**src/rtl/cgra_mem_port_pkg.sv**
```systemverilog
// Shared types for the CGRA SRAM bank port controller.
package cgra_mem_port_pkg;

  typedef enum logic [1:0] {ACTIVE, DRAIN, RET, WAKE} cgra_mem_port_state_e;

  localparam int unsigned WakeCntWidth = 8;

  // One in-flight response: whether a grant occupies the stage and whether it was a write.
  typedef struct packed {
    logic valid;
    logic we;
  } cgra_mem_port_rsp_t;

endpackage

```
**src/rtl/cgra_mem_port_rsp_pipe.sv**
```systemverilog
// Response tracking pipe: one (valid, we) stage per cycle of response latency.
// CGRA_MEM_PORT_RDATA_REG_EN defined: two stages; undefined: one stage.
module cgra_mem_port_rsp_pipe
  import cgra_mem_port_pkg::*;
(
  input  logic               clk_i,
  input  logic               rst_ni,
  input  cgra_mem_port_rsp_t rsp_i,
  output cgra_mem_port_rsp_t rsp_o,
  output logic               empty_o
);

`ifdef CGRA_MEM_PORT_RDATA_REG_EN
  localparam int unsigned Depth = 2;
`else
  localparam int unsigned Depth = 1;
`endif

  cgra_mem_port_rsp_t [Depth-1:0] stage_q, stage_d;

  // Shift the new grant in at stage 0; older entries move one stage down.
  always_comb begin
    stage_d    = stage_q;
    stage_d[0] = rsp_i;
    for (int unsigned i = 1; i < Depth; i++) begin
      stage_d[i] = stage_q[i-1];
    end
  end

  // Stage registers; reset discards every pending response.
  always_ff @(posedge clk_i or negedge rst_ni) begin
    if (!rst_ni) begin
      stage_q <= '0;
    end else begin
      stage_q <= stage_d;
    end
  end

  // Empty only when no stage holds a grant.
  always_comb begin
    empty_o = 1'b1;
    for (int unsigned i = 0; i < Depth; i++) begin
      if (stage_q[i].valid) begin
        empty_o = 1'b0;
      end
    end
  end

  assign rsp_o = stage_q[Depth-1];

endmodule

```
**src/rtl/cgra_mem_port_ctrl.sv**
```systemverilog
// OBI-style bus front-end for one CGRA SRAM bank: single-cycle SRAM strobes,
// fixed-latency responses, and retention entry/exit sequencing.
// CGRA_MEM_PORT_RDATA_REG_EN defined: registered read data, latency 2; undefined: latency 1.
module cgra_mem_port_ctrl
  import cgra_mem_port_pkg::*;
#(
  parameter  int unsigned NUM_WORDS   = 1024,
  parameter  int unsigned DATA_WIDTH  = 32,
  parameter  int unsigned WAKE_CYCLES = 4,
  localparam int unsigned AddrWidth   = (NUM_WORDS > 1) ? $clog2(NUM_WORDS) : 1,
  localparam int unsigned BeWidth     = DATA_WIDTH / 8
) (
  input  logic                  clk_i,
  input  logic                  rst_ni,
  input  logic                  req_i,
  input  logic                  we_i,
  input  logic [31:0]           addr_i,
  input  logic [DATA_WIDTH-1:0] wdata_i,
  input  logic [BeWidth-1:0]    be_i,
  output logic                  gnt_o,
  output logic                  rvalid_o,
  output logic [DATA_WIDTH-1:0] rdata_o,
  input  logic                  ret_req_i,
  output logic                  ret_ack_o,
  output logic                  mem_req_o,
  output logic                  mem_we_o,
  output logic [AddrWidth-1:0]  mem_addr_o,
  output logic [DATA_WIDTH-1:0] mem_wdata_o,
  output logic [BeWidth-1:0]    mem_be_o,
  output logic                  mem_set_retentive_o,
  input  logic [DATA_WIDTH-1:0] mem_rdata_i
);

  cgra_mem_port_state_e    state_q, state_d;
  logic [WakeCntWidth-1:0] cnt_q, cnt_d;
  cgra_mem_port_rsp_t      rsp_in, rsp_out;
  logic                    pipe_empty;
  logic                    unused_addr_bits;

  // Requests are accepted only in ACTIVE, and a retention request blocks them.
  assign gnt_o     = (state_q == ACTIVE) & req_i & ~ret_req_i;
  assign mem_req_o = req_i & gnt_o;

  // SRAM side is a straight pass-through of the bus; out-of-range high address bits alias.
  assign mem_we_o         = we_i;
  assign mem_addr_o       = addr_i[AddrWidth+1:2];
  assign mem_wdata_o      = wdata_i;
  assign mem_be_o         = be_i;
  assign unused_addr_bits = ^{addr_i[31:AddrWidth+2], addr_i[1:0]};

  // Retention status decoded straight from the state register.
  assign mem_set_retentive_o = (state_q == RET);
  assign ret_ack_o           = (state_q == RET) | (state_q == WAKE);

  // Retention sequencing and wake-up timer.
  always_comb begin
    state_d = state_q;
    cnt_d   = cnt_q;
    case (state_q)
      ACTIVE: begin
        if (ret_req_i) state_d = DRAIN;
      end
      DRAIN: begin
        if (!ret_req_i)      state_d = ACTIVE;
        else if (pipe_empty) state_d = RET;
      end
      RET: begin
        if (!ret_req_i) begin
          state_d = WAKE;
          cnt_d   = WakeCntWidth'(WAKE_CYCLES);
        end
      end
      WAKE: begin
        cnt_d = cnt_q - WakeCntWidth'(1);
        if (cnt_q == WakeCntWidth'(1)) state_d = ACTIVE;
      end
      default: state_d = ACTIVE;
    endcase
  end

  // State and counter registers.
  always_ff @(posedge clk_i or negedge rst_ni) begin
    if (!rst_ni) begin
      state_q <= ACTIVE;
      cnt_q   <= '0;
    end else begin
      state_q <= state_d;
      cnt_q   <= cnt_d;
    end
  end

  // Each grant enters the response pipe tagged with its direction.
  assign rsp_in.valid = gnt_o;
  assign rsp_in.we    = gnt_o & we_i;

  cgra_mem_port_rsp_pipe u_rsp_pipe (
    .clk_i   (clk_i),
    .rst_ni  (rst_ni),
    .rsp_i   (rsp_in),
    .rsp_o   (rsp_out),
    .empty_o (pipe_empty)
  );

  assign rvalid_o = rsp_out.valid;

`ifdef CGRA_MEM_PORT_RDATA_REG_EN
  logic [DATA_WIDTH-1:0] rdata_q, rdata_d;

  assign rdata_d = mem_rdata_i;

  // Extra output register on SRAM read data; write responses are zeroed after it.
  always_ff @(posedge clk_i or negedge rst_ni) begin
    if (!rst_ni) begin
      rdata_q <= '0;
    end else begin
      rdata_q <= rdata_d;
    end
  end

  assign rdata_o = (rsp_out.valid & ~rsp_out.we) ? rdata_q : '0;
`else
  assign rdata_o = (rsp_out.valid & ~rsp_out.we) ? mem_rdata_i : '0;
`endif

endmodule

```
**config.mk**
```make
export PLATFORM = sky130hd
export DESIGN_NAME = cgra_mem_port_ctrl
export DESIGN_NICKNAME = d
export VERILOG_FILES = /design/src/rtl/cgra_mem_port_pkg.sv /design/src/rtl/cgra_mem_port_rsp_pipe.sv /design/src/rtl/cgra_mem_port_ctrl.sv
export SDC_FILE = /design/constraint.sdc
export NUM_CORES = 1
export LEC_CHECK = 0
export ABC_CLOCK_PERIOD_IN_PS = 3800
export BUFFER_PORTS_ARGS = -buffer_cell sky130_fd_sc_hd__buf_2
export CORE_MARGIN = 10
export CORE_UTILIZATION = 31
export DETAILED_ROUTE_END_ITERATION = 10
export GPL_ROUTABILITY_DRIVEN = 0
export GPL_TIMING_DRIVEN = 1
export PLACE_DENSITY = 0.85
export SKIP_CTS_REPAIR_TIMING = 1
export SLEW_MARGIN = 20
export SYNTH_ARGS = -nofsm -noshare
export SYNTH_HDL_FRONTEND = slang
export SYNTH_SLANG_ARGS = --single-unit
```
**constraint.sdc**
```tcl
create_clock -name clk_i -period 3.8 [get_ports clk_i]
set_clock_uncertainty 0.15 [all_clocks]
set_input_delay 0.19 -clock clk_i [delete_from_list [all_inputs] [get_ports clk_i]]
set_output_delay 0.19 -clock clk_i [all_outputs]
set_load 0.01 [all_outputs]
```
==> impl_metrics.csv, run 1 <==
group,metric,value,unit
status,status,"finished, final reports clean",
worst_setup_path,worstPathArrival,1510,ps
clock_tree,cts_root_buf,"clkbuf_8",
cells_and_area,n_antenna_cell,0,
worst_setup_path,rr_endpoint,"cnt_q[4]",
power,finalPower,650.1,µW
synth,async_flop_share,100.0,%
worst_setup_path,cp_num_buf_inv,1,
power,power.density,492.5,nW/µm²
cells_and_area,final.fill_count,368,
worst_setup_path,rrSetupSlack,2210,ps
synth,syn_inst,143,
global_routing,grt_max_degree,33,
die,ios,189,
drt,vias,966,
die,core_area,3716,µm²
worst_setup_path,crit_fanout,16,
worst_setup_path,crit_family,"flip-flops",
synth,synth-edff-count,0,
die,dieArea,6764,µm²
timing,whs,33.52,ps
worst_setup_path,cp_slowest_cell,"dfrtp_1",
worst_setup_path,reg2regPathDepth,3,
cells_and_area,nNetsFinal,278,
synth,syn_area,1201,µm²
global_routing,grt_pass1_wl,4333,µm
die,start_util,32.32,%
synth,netlist_top_cells_area,"buf_4 (29%), dfrtp_1 (25%), and2_1 (17%)",
timing,worstMarginPinSlew,500.0,ps
die,die_w,82.25,µm
die,die_h,82.25,µm
synth,synth_cell_types,31,
clock_tree,clkTransAtPathRegs,50,ps
synth,ys_warn_count,0,
timing,hold_viol,0,
synth,syn-mean-instance-area,8.400,µm²
drt,ant_nets,0,
clock_tree,cts.sinks,12,
clock_tree,tritoncts,"built",
clock_tree,clock_path_buffers,2,
cells_and_area,regArea,300.3,µm²
placement,port_buffers,74,
drt,viasPerCell,4.431,
timing,finalCritPeriodShare,48.60,%
synth,ys_dominant_reg_cell,"dfrtp_1",
synth,synth_fp_nets,250,
worst_setup_path,critPathCaptureType,"primary output",
drt,dr.pass1.iters,4,
die,rows,22,
drt,drt-initial-drc-count,10,
worst_setup_path,slowest_delay,560,ps
timing,slew_violations,0,
timing,fin_setup_tns,0,ps
worst_hold_path,min_path_type,"in2reg",
worst_setup_path,path_cells,"nor4b_2 -> buf_2",
synth,ys_seq_elements,12,
global_routing,overflow,0,
worst_setup_path,worst-setup-path-type,"reg2out",
global_routing,grt.total_usage,8.116,%
timing,finalCriticalPeriod,1847,ps
run,drv_cap,0,
drt,drc,0,
global_routing,antenna_found_initial,0,
clock_tree,numCtsBuffers,3,
cells_and_area,multi_input_area,505.5,µm²
placement,dpl.hpwl,2662,µm
timing,fmax,541.5,MHz
timing,maxSlewHeadroom,66.67,%
worst_setup_path,crit_cells,2,
worst_setup_path,critPathLaunchType,"register",
power,ir_drop,0.2481,mV
clock_tree,h-tree-depth,1,
timing,setup_violations,0,
cells_and_area,drive_above_1_share,49.41,%
power,p_leak,0.0007715,µW
cells_and_area,utilization,35.52,%
worst_setup_path,crit_required,3460,ps
cells_and_area,synthToLayoutAreaGrowth,9.896,%
synth,netlist.area_leader.share,29.37,%
worst_setup_path,crit_path_end,"gnt_o",
drt,wl,3182,µm
global_routing,grt_pass1_vias,920,
timing,rsz0062_at_grt,"no",
synth,yosys.area.top_type,"buf_4",
synth,ys_seq_area_share,25.00,%
drt,wl_per_cell,14.60,µm
clock_tree,clk_latency,240,ps
-- state kept, by name, summed over array words and instances, names as in the netlist, named ones only --
name / flops
cnt_q: 8
u_rsp_pipe.rsp_o: 2
state_q: 1
-- synth_stat cells (2+ instances only) --
cell,count
clkbuf_1,4
dfrtp_1,12
a32o_1,2
ha_1,2
inv_1,2
a21oi_1,4
and2_1,33
mux2i_1,4
nand2_1,7
buf_4,47
nand3_1,3
nor2_1,4
-- stage by stage --
step           cells  worst slack (ps)  cell area [µm²]
4_1_cts          217              1910             1310
2_1_floorplan    143              2366             1201
5_1_grt          218              1836             1320
6_report         218              1953             1320
3_3_place_gp     213              2218             1255
3_5_place_dp     213              2190             1255
-- layout by cell type, fill, tap and decap left out --
cell type,netlist,routed
mux2i_1,4,4
dfrtp_1,12,12
nand4b_2,1,1
clkbuf_8,0,4
o31ai_1,1,1
nor2_1,4,4
nand2_1,7,7
nand3_1,3,3
buf_4,47,1
nor4b_2,1,1
inv_2,1,1
nor4b_1,1,1
and2_1,33,33
inv_1,2,2
ha_1,2,2
o211ai_1,1,1
a31oi_1,1,1
nand4_1,1,1
dlygate4sd3_1,0,1
and3b_1,1,1
nor2b_1,1,1
and2b_1,1,1
buf_2,1,74
o21bai_1,1,1
a21oi_1,4,4
nand2b_1,1,1
nor4_2,1,1
o21ai_0,1,1
nor4_1,1,1
a32o_1,2,2
or3b_4,1,1
-- final cells by class --
type | instances | area share [%]
inverters | 3 | 0.8531
well taps | 48 | 4.550
multi-input cells | 75 | 38.29
flip-flops and latches | 12 | 22.75
clock buffers | 4 | 4.171
repair buffers | 76 | 29.38
-- worst min path at each step --
stage	start	endpoint	cells past startpoint
after CTS	rst_ni	cnt_q[1]	1
after floorplan	rst_ni	async pin	0
final	we_i	u_rsp_pipe.rsp_o[0]	2
after global routing	we_i	u_rsp_pipe.rsp_o[0]	2
after detailed placement	rst_ni	cnt_q[1]	1
after global placement	rst_ni	cnt_q[1]	1
-- worst reg2reg max path, stage by stage, from the launching register on --
cell	delay [ps]
dfrtp_1	650
or3b_4	470
o211ai_1	100
o31ai_1	90
-- power by group --
part	internal [µW]	leakage, µW	total, µW	switching (µW)
clock network	91.7	0.0000288	141	48.9
logic	130	0.000592	250	120
registers	178	0.000151	259	81.3
total	400	0.000771	650	250
-- kinds of logic (layout without fill, tap and decap cells) --
| kind of cell | Yosys count | after routing | share of synthesized area (%) |
|---|---|---|---|
| adders and majority gates | 2 | 2 | 2.083 |
| muxes | 4 | 4 | 3.333 |
| and+or+nand+nor | 58 | 58 | 30.52 |
| AOI/OAI and AO/OA | 11 | 11 | 6.147 |
| buffers and inverters | 56 | 83 | 32.92 |
| DFF | 12 | 12 | 25.00 |
-- per-layer routing --
metal,GRT usage (%),part of all wire [%],vias to the layer above
met2,13.69,49,68
met5,0,0,-
met1,6.983,31,417
met4,5.442,3.0,0
met3,5.184,17,13
li1,-,-,468
No activity file was read; power rests on OpenSTA's default activity.
==> inputs of run 2 (changes only) <==
ABC_AREA = 1   (was not set)
ABC_CLOCK_PERIOD_IN_PS = 1500   (was 3800)
CORE_UTILIZATION = 27   (was 31)
PLACE_DENSITY = 0.76   (was 0.85)
clock period = 1.5 ns   (was 3.8 ns; I/O delays follow)
==> run 2 against run 1 <==
Against the previous run:
- the run now ends with hold timing, setup timing left
- sequential power rose by 120%
- first-iteration DRC count increased by 50%
- non-clock buffer count is 4 higher
- via count is 21% higher
- worst hold slack worse by 70 ps
- critical path depth increased by 3
==> impl_metrics.csv, run 2 <==
group,metric,value,unit
status,status,"finished with violations",
status,violations,"hold timing, setup timing",
synth,syn-mean-instance-area,6.497,µm²
cells_and_area,layout_common_cells,"buf_2 (68), inv_1 (42), nor2_1 (24)",
worst_setup_path,rr_endpoint,"state_q[0]",
worst_setup_path,worst-setup-path-type,"reg2out",
drt,ant_nets,0,
drt,wl,4284,µm
power,pwr-share-comb,54.0,%
drt,vias,1169,
worst_setup_path,crit_required,1270,ps
clock_tree,clock_path_buffers,2,
clock_tree,tritoncts,"built",
cells_and_area,final.fill_count,488,
timing,finalCritPeriodShare,101.4,%
synth,ys_dominant_reg_cell,"dfrtp_1",
synth,ys_seq_elements,12,
worst_setup_path,crit_fanout,8,
cells_and_area,largest_register_ffs,8,
global_routing,grt_pass1_vias,1061,
synth,ys_warn_count,0,
synth,synth_fp_nets,304,
worst_hold_path,worstHoldStart,"req_i",
synth,synth_cell_types,23,
cells_and_area,final_common_cell,"buf_2",
die,dieArea,7894,µm²
drt,drc,0,
timing,whs,-36.97,ps
die,die_w,88.85,µm
worst_setup_path,crit_family,"buffers and inverters",
worst_hold_path,min_path_type,"in2reg",
die,core_area,4474,µm²
timing,rsz0062_at_grt,"yes",
synth,yosys.area.top_type,"buf_4",
synth,synth.most_common_cell,"buf_4",
timing,maxSlewHeadroom,82.18,%
worst_setup_path,slowest_delay,360,ps
worst_setup_path,startpoint,"u_rsp_pipe.rsp_o[1]",
synth,synth-edff-count,0,
global_routing,overflow,0,
placement,dpl_worst_slack,130.7,ps
global_routing,grt.total_usage,8.678,%
cells_and_area,regArea,302.8,µm²
die,rows,24,
worst_setup_path,critPathCaptureType,"primary output",
power,power.switching,821.9,µW
power,clockPowerShare,15.1,%
global_routing,grt_pass1_wl,5423,µm
synth,async_flop_share,100.0,%
timing,finalCriticalPeriod,1521,ps
worst_setup_path,rrSetupSlack,120,ps
clock_tree,cts.sinks,12,
cells_and_area,top_register,"cnt_q",
synth,syn_area,1280,µm²
power,p_leak,0.0009962,µW
synth,synthTopCellsByCount,"buf_4 (47), inv_1 (43), nor2_1 (42)",
power,p_seq_share,30.9,%
power,p_int,1064,µW
global_routing,antenna_found_initial,0,
worst_hold_path,whs_path_depth,3,
timing,hold_viol,2,
clock_tree,cts_root_buf,"clkbuf_8",
timing,fin_setup_tns,-60.19,ps
run,drv_cap,0,
synth,syn_inst,197,
placement,place_area,1360,µm²
cells_and_area,synthToLayoutAreaGrowth,24.05,%
die,start_util,28.61,%
worst_setup_path,critPathLaunchType,"register",
synth,netlist.area_leader.share,27.57,%
drt,drt-initial-drc-count,15,
synth,netlist_top_cells_area,"buf_4 (28%), dfrtp_1 (23%), inv_1 (13%)",
placement,port_buffers,74,
power,ir_drop,0.6754,mV
cells_and_area,n_antenna_cell,0,
clock_tree,h-tree-depth,1,
cells_and_area,drive_above_1_share,49.12,%
power,power.density,1188,nW/µm²
worst_hold_path,min_to,"u_rsp_pipe.rsp_o[0]",
die,ios,189,
timing,worst_slack,-21.33,ps
synth,ys_seq_area_share,23.46,%
cells_and_area,final_area,1588,µm²
die,die_h,88.85,µm
drt,wl_per_cell,15.30,µm
drt,viasPerCell,4.175,
cells_and_area,nNetsFinal,337,
placement,dpl.hpwl,3579,µm
clock_tree,clk_latency,240,ps
cells_and_area,utilization,35.49,%
power,sw_frac_of_total,43.58,%
timing,fmax,657.3,MHz
worst_setup_path,path_cells,"inv_2 -> or2_4 -> clkbuf_16 -> nor2_2 -> buf_2",
worst_setup_path,worstPathArrival,1300,ps
timing,worstMarginPinSlew,267.2,ps
global_routing,grt_max_degree,33,
timing,slew_violations,0,
clock_tree,clkTransAtPathRegs,50,ps
worst_setup_path,reg2regPathDepth,6,
worst_setup_path,r2r_start,"cnt_q[1]",
drt,dr.pass1.iters,4,
worst_setup_path,cp_num_buf_inv,3,
cells_and_area,multi_input_area,521.8,µm²
worst_setup_path,cp_slowest_cell,"dfrtp_1",
clock_tree,numCtsBuffers,3,
timing,setup_violations,6,
run 2: cells by family (layout without fill, tap and decap cells):
family | Yosys count | in the layout | share of synthesized area, %
fa+ha+maj | 2 | 2 | 1.955
simple gates | 77 | 77 | 27.66
mux | 1 | 1 | 0.7820
buf+inv | 96 | 127 | 42.23
compound gates | 8 | 8 | 3.226
xor+xnor | 1 | 1 | 0.6844
flops | 12 | 12 | 23.46
run 2: worst max path at each step:
stage | to | cells past startpoint
floorplan | rdata_o[10] | 5
global placement | state_q[0] | 6
detailed placement | state_q[0] | 6
CTS | rdata_o[21] | 5
global route | rdata_o[8] | 5
finish | rdata_o[4] | 5
run 2: power by group through the flow:
stage          combinational (µW)  sequential [µW]  clock [µW]
5_1_grt                      1160              599         313
2_1_floorplan                 776              540           0
3_3_place_gp                  897              558           0
3_5_place_dp                  914              565           0
6_report                     1020              582         285
4_1_cts                       915              563         295
run 2: metrics by stage:
stage	hold WS (ps)	cells	total power (µW)
2_1_floorplan	-370.6	197	1317
3_3_place_gp	-178.6	272	1455
3_5_place_dp	-182.1	272	1479
4_1_cts	-438.1	275	1773
5_1_grt	0.02916	280	2070
6_report	-36.97	280	1886
run 2: final cells by class:
type | instances | share of cell area (%)
flip-flops and latches | 12 | 19.07
repair buffers | 80 | 30.97
multi-input cells | 89 | 32.86
clock buffers | 3 | 2.600
well taps | 52 | 4.098
inverters | 44 | 10.40
run 2: worst register-to-register path, stage by stage, from the launching register on:
cell and delay [ps]:
dfrtp_1 360, inv_1 120, ha_1 160, nand2_1 50, o21ai_1 180, nand3_1 110, nor2b_1 140
run 2: per-layer routing:
metal	up-vias	track usage (%)	part of all wire, %
met4	0	3.671	1.8
met5	-	0	0
met1	503	7.433	29
li1	585	-	-
met2	71	15.96	53
met3	10	5.147	16
==> inputs of run 3 (changes only) <==
CORE_AREA = 2 2 72 74   (was not set)
CORE_MARGIN = not set   (was 10)
CORE_UTILIZATION = not set   (was 27)
DIE_AREA = 0 0 74 76   (was not set)
PLACE_DENSITY = 0.75   (was 0.76)
==> run 3 against run 2 <==
Against the previous run:
- the run ends with setup timing left
- wire length is 7.9% lower
- clock-buffer cell count stayed put
- non-clock buffer count is 2 higher
- flip-flop and latch count stayed put
- global-route usage is 2.5 points higher
- setup slack worse by 43 ps
- via count is 4.5% higher
- worst hold slack better by 37 ps
- critical path depth stayed put
- cell area is 12% higher
==> impl_metrics.csv, run 3 (synthesis results as in run 2) <==
group,metric,value,unit
status,status,"finished with violations",
status,violations,"setup timing",
timing,fmax,639.1,MHz
worst_setup_path,slowest_delay,350,ps
worst_setup_path,startpoint,"u_rsp_pipe.rsp_o[1]",
placement,dpl.hpwl,2778,µm
power,p_int,1118,µW
timing,worst_slack,-64.72,ps
power,p_leak,0.001022,µW
worst_hold_path,min_path_type,"in2out",
cells_and_area,synthToLayoutAreaGrowth,38.42,%
clock_tree,numCtsBuffers,3,
die,dieArea,5624,µm²
global_routing,grt.total_usage,11.16,%
drt,wl,3945,µm
worst_setup_path,critPathLaunchType,"register",
power,sw_frac_of_total,43.93,%
cells_and_area,top_register,"cnt_q",
drt,drc,0,
timing,maxSlewHeadroom,82.34,%
drt,viasPerCell,4.073,
clock_tree,clock_path_buffers,2,
worst_setup_path,cp_slowest_cell,"dfrtp_1",
power,pwr-share-comb,56.5,%
clock_tree,tritoncts,"built",
cells_and_area,layout_common_cells,"buf_2 (57), inv_1 (42), nor2_1 (21)",
timing,rsz0062_at_grt,"yes",
die,die_w,74,µm
global_routing,grt_max_degree,33,
clock_tree,clkTransAtPathRegs,50,ps
worst_setup_path,rrSetupSlack,140,ps
clock_tree,cts.sinks,12,
cells_and_area,nNetsFinal,339,
global_routing,grt_pass1_wl,4892,µm
power,power.density,1125,nW/µm²
worst_setup_path,reg2regPathDepth,6,
worst_hold_path,whs_path_depth,0,
clock_tree,cts_root_buf,"clkbuf_8",
timing,finalCriticalPeriod,1565,ps
placement,dpl_worst_slack,139.1,ps
timing,setup_violations,32,
worst_setup_path,r2r_start,"cnt_q[1]",
die,ios,189,
global_routing,grt_pass1_vias,1045,
worst_setup_path,rr_endpoint,"state_q[0]",
worst_setup_path,path_cells,"inv_2 -> or2_4 -> clkbuf_16 -> nor2_4 -> buf_6",
timing,hold_viol,0,
worst_setup_path,crit_path_end,"rdata_o[20]",
worst_setup_path,worst-setup-path-type,"reg2out",
global_routing,overflow,0,
power,power.switching,875.8,µW
clock_tree,clk_latency,240,ps
run,drv_cap,0,
die,die_h,76,µm
die,start_util,26.06,%
worst_setup_path,critPathCaptureType,"primary output",
cells_and_area,largest_register_ffs,8,
timing,fin_setup_tns,-1174,ps
worst_setup_path,worstPathArrival,1340,ps
cells_and_area,final.fill_count,499,
drt,dr.pass1.iters,4,
placement,place_area,1383,µm²
timing,finalCritPeriodShare,104.3,%
cells_and_area,n_antenna_cell,0,
cells_and_area,drive_above_1_share,50.43,%
cells_and_area,final_common_cell,"buf_2",
power,finalPower,1994,µW
worst_setup_path,crit_fanout,8,
power,ir_drop,0.6933,mV
worst_setup_path,crit_required,1270,ps
clock_tree,h-tree-depth,1,
drt,wl_per_cell,13.15,µm
power,p_seq_share,28.8,%
power,clockPowerShare,14.7,%
drt,drt-initial-drc-count,24,
die,core_area,4912,µm²
drt,vias,1222,
placement,port_buffers,74,
die,rows,26,
drt,ant_nets,0,
cells_and_area,final_area,1772,µm²
timing,slew_violations,0,
timing,whs,0.003372,ps
global_routing,antenna_found_initial,0,
timing,worstMarginPinSlew,264.9,ps
[run 3: changes by cell type in the layout (fill, tap and decap cells not counted), sizes merged]
cell	change
dlygate4sd3	+1
clkbuf	+1
[run 3: power by group through the flow]
| stage | clock network, µW | logic (µW) | registers, µW |
|---|---|---|---|
| final | 293 | 1130 | 573 |
| after global routing | 306 | 1250 | 589 |
| after CTS | 301 | 916 | 560 |
| after detailed placement | 0 | 911 | 565 |
| after global placement | 0 | 888 | 557 |
| after floorplan | 0 | 776 | 540 |
[run 3: worst max-delay path: cells and delay by family (launching register included)]
kind / cells / cell delay (ps)
simple gates: 2 / 390
buf+inv: 3 / 350
flops: 1 / 350
[run 3: how the worst min path moves through the flow]
| stage | startpoint | end | slack [ps] |
|---|---|---|---|
| finish | addr_i[4] | mem_addr_o[2] | 0.003 |
| global route | be_i[0] | mem_be_o[0] | 0.03 |
| CTS | rst_ni | cnt_q[2] | -440 |
| detailed placement | rst_ni | cnt_q[1] | -180 |
| global placement | rst_ni | cnt_q[0] | -190 |
| floorplan | rst_ni | async pin | -370 |
[run 3: layout make-up]
class	instances	area (µm²)	area share, %
clock buffer	3	41.29	2.331
inverter	44	165.2	9.322
multi-input combinational	89	579.3	32.70
sequential	12	302.8	17.09
tap	70	87.58	4.944
timing repair buffer	82	595.6	33.62
[run 3: layer usage]
metal  share of wire [%]  GRT usage [%]  vias up
met4                 2.9          6.000        0
li1                    -              -      593
met2                  52          18.75       71
met3                  11          5.026       16
met5                   0              0        -
met1                  34          11.23      542
[run 3: through the flow]
step,cells,utilization [%]
finish,300,36.07
global route,300,36.07
global placement,290,28.15
floorplan,197,-
detailed placement,290,28.15
CTS,293,28.99
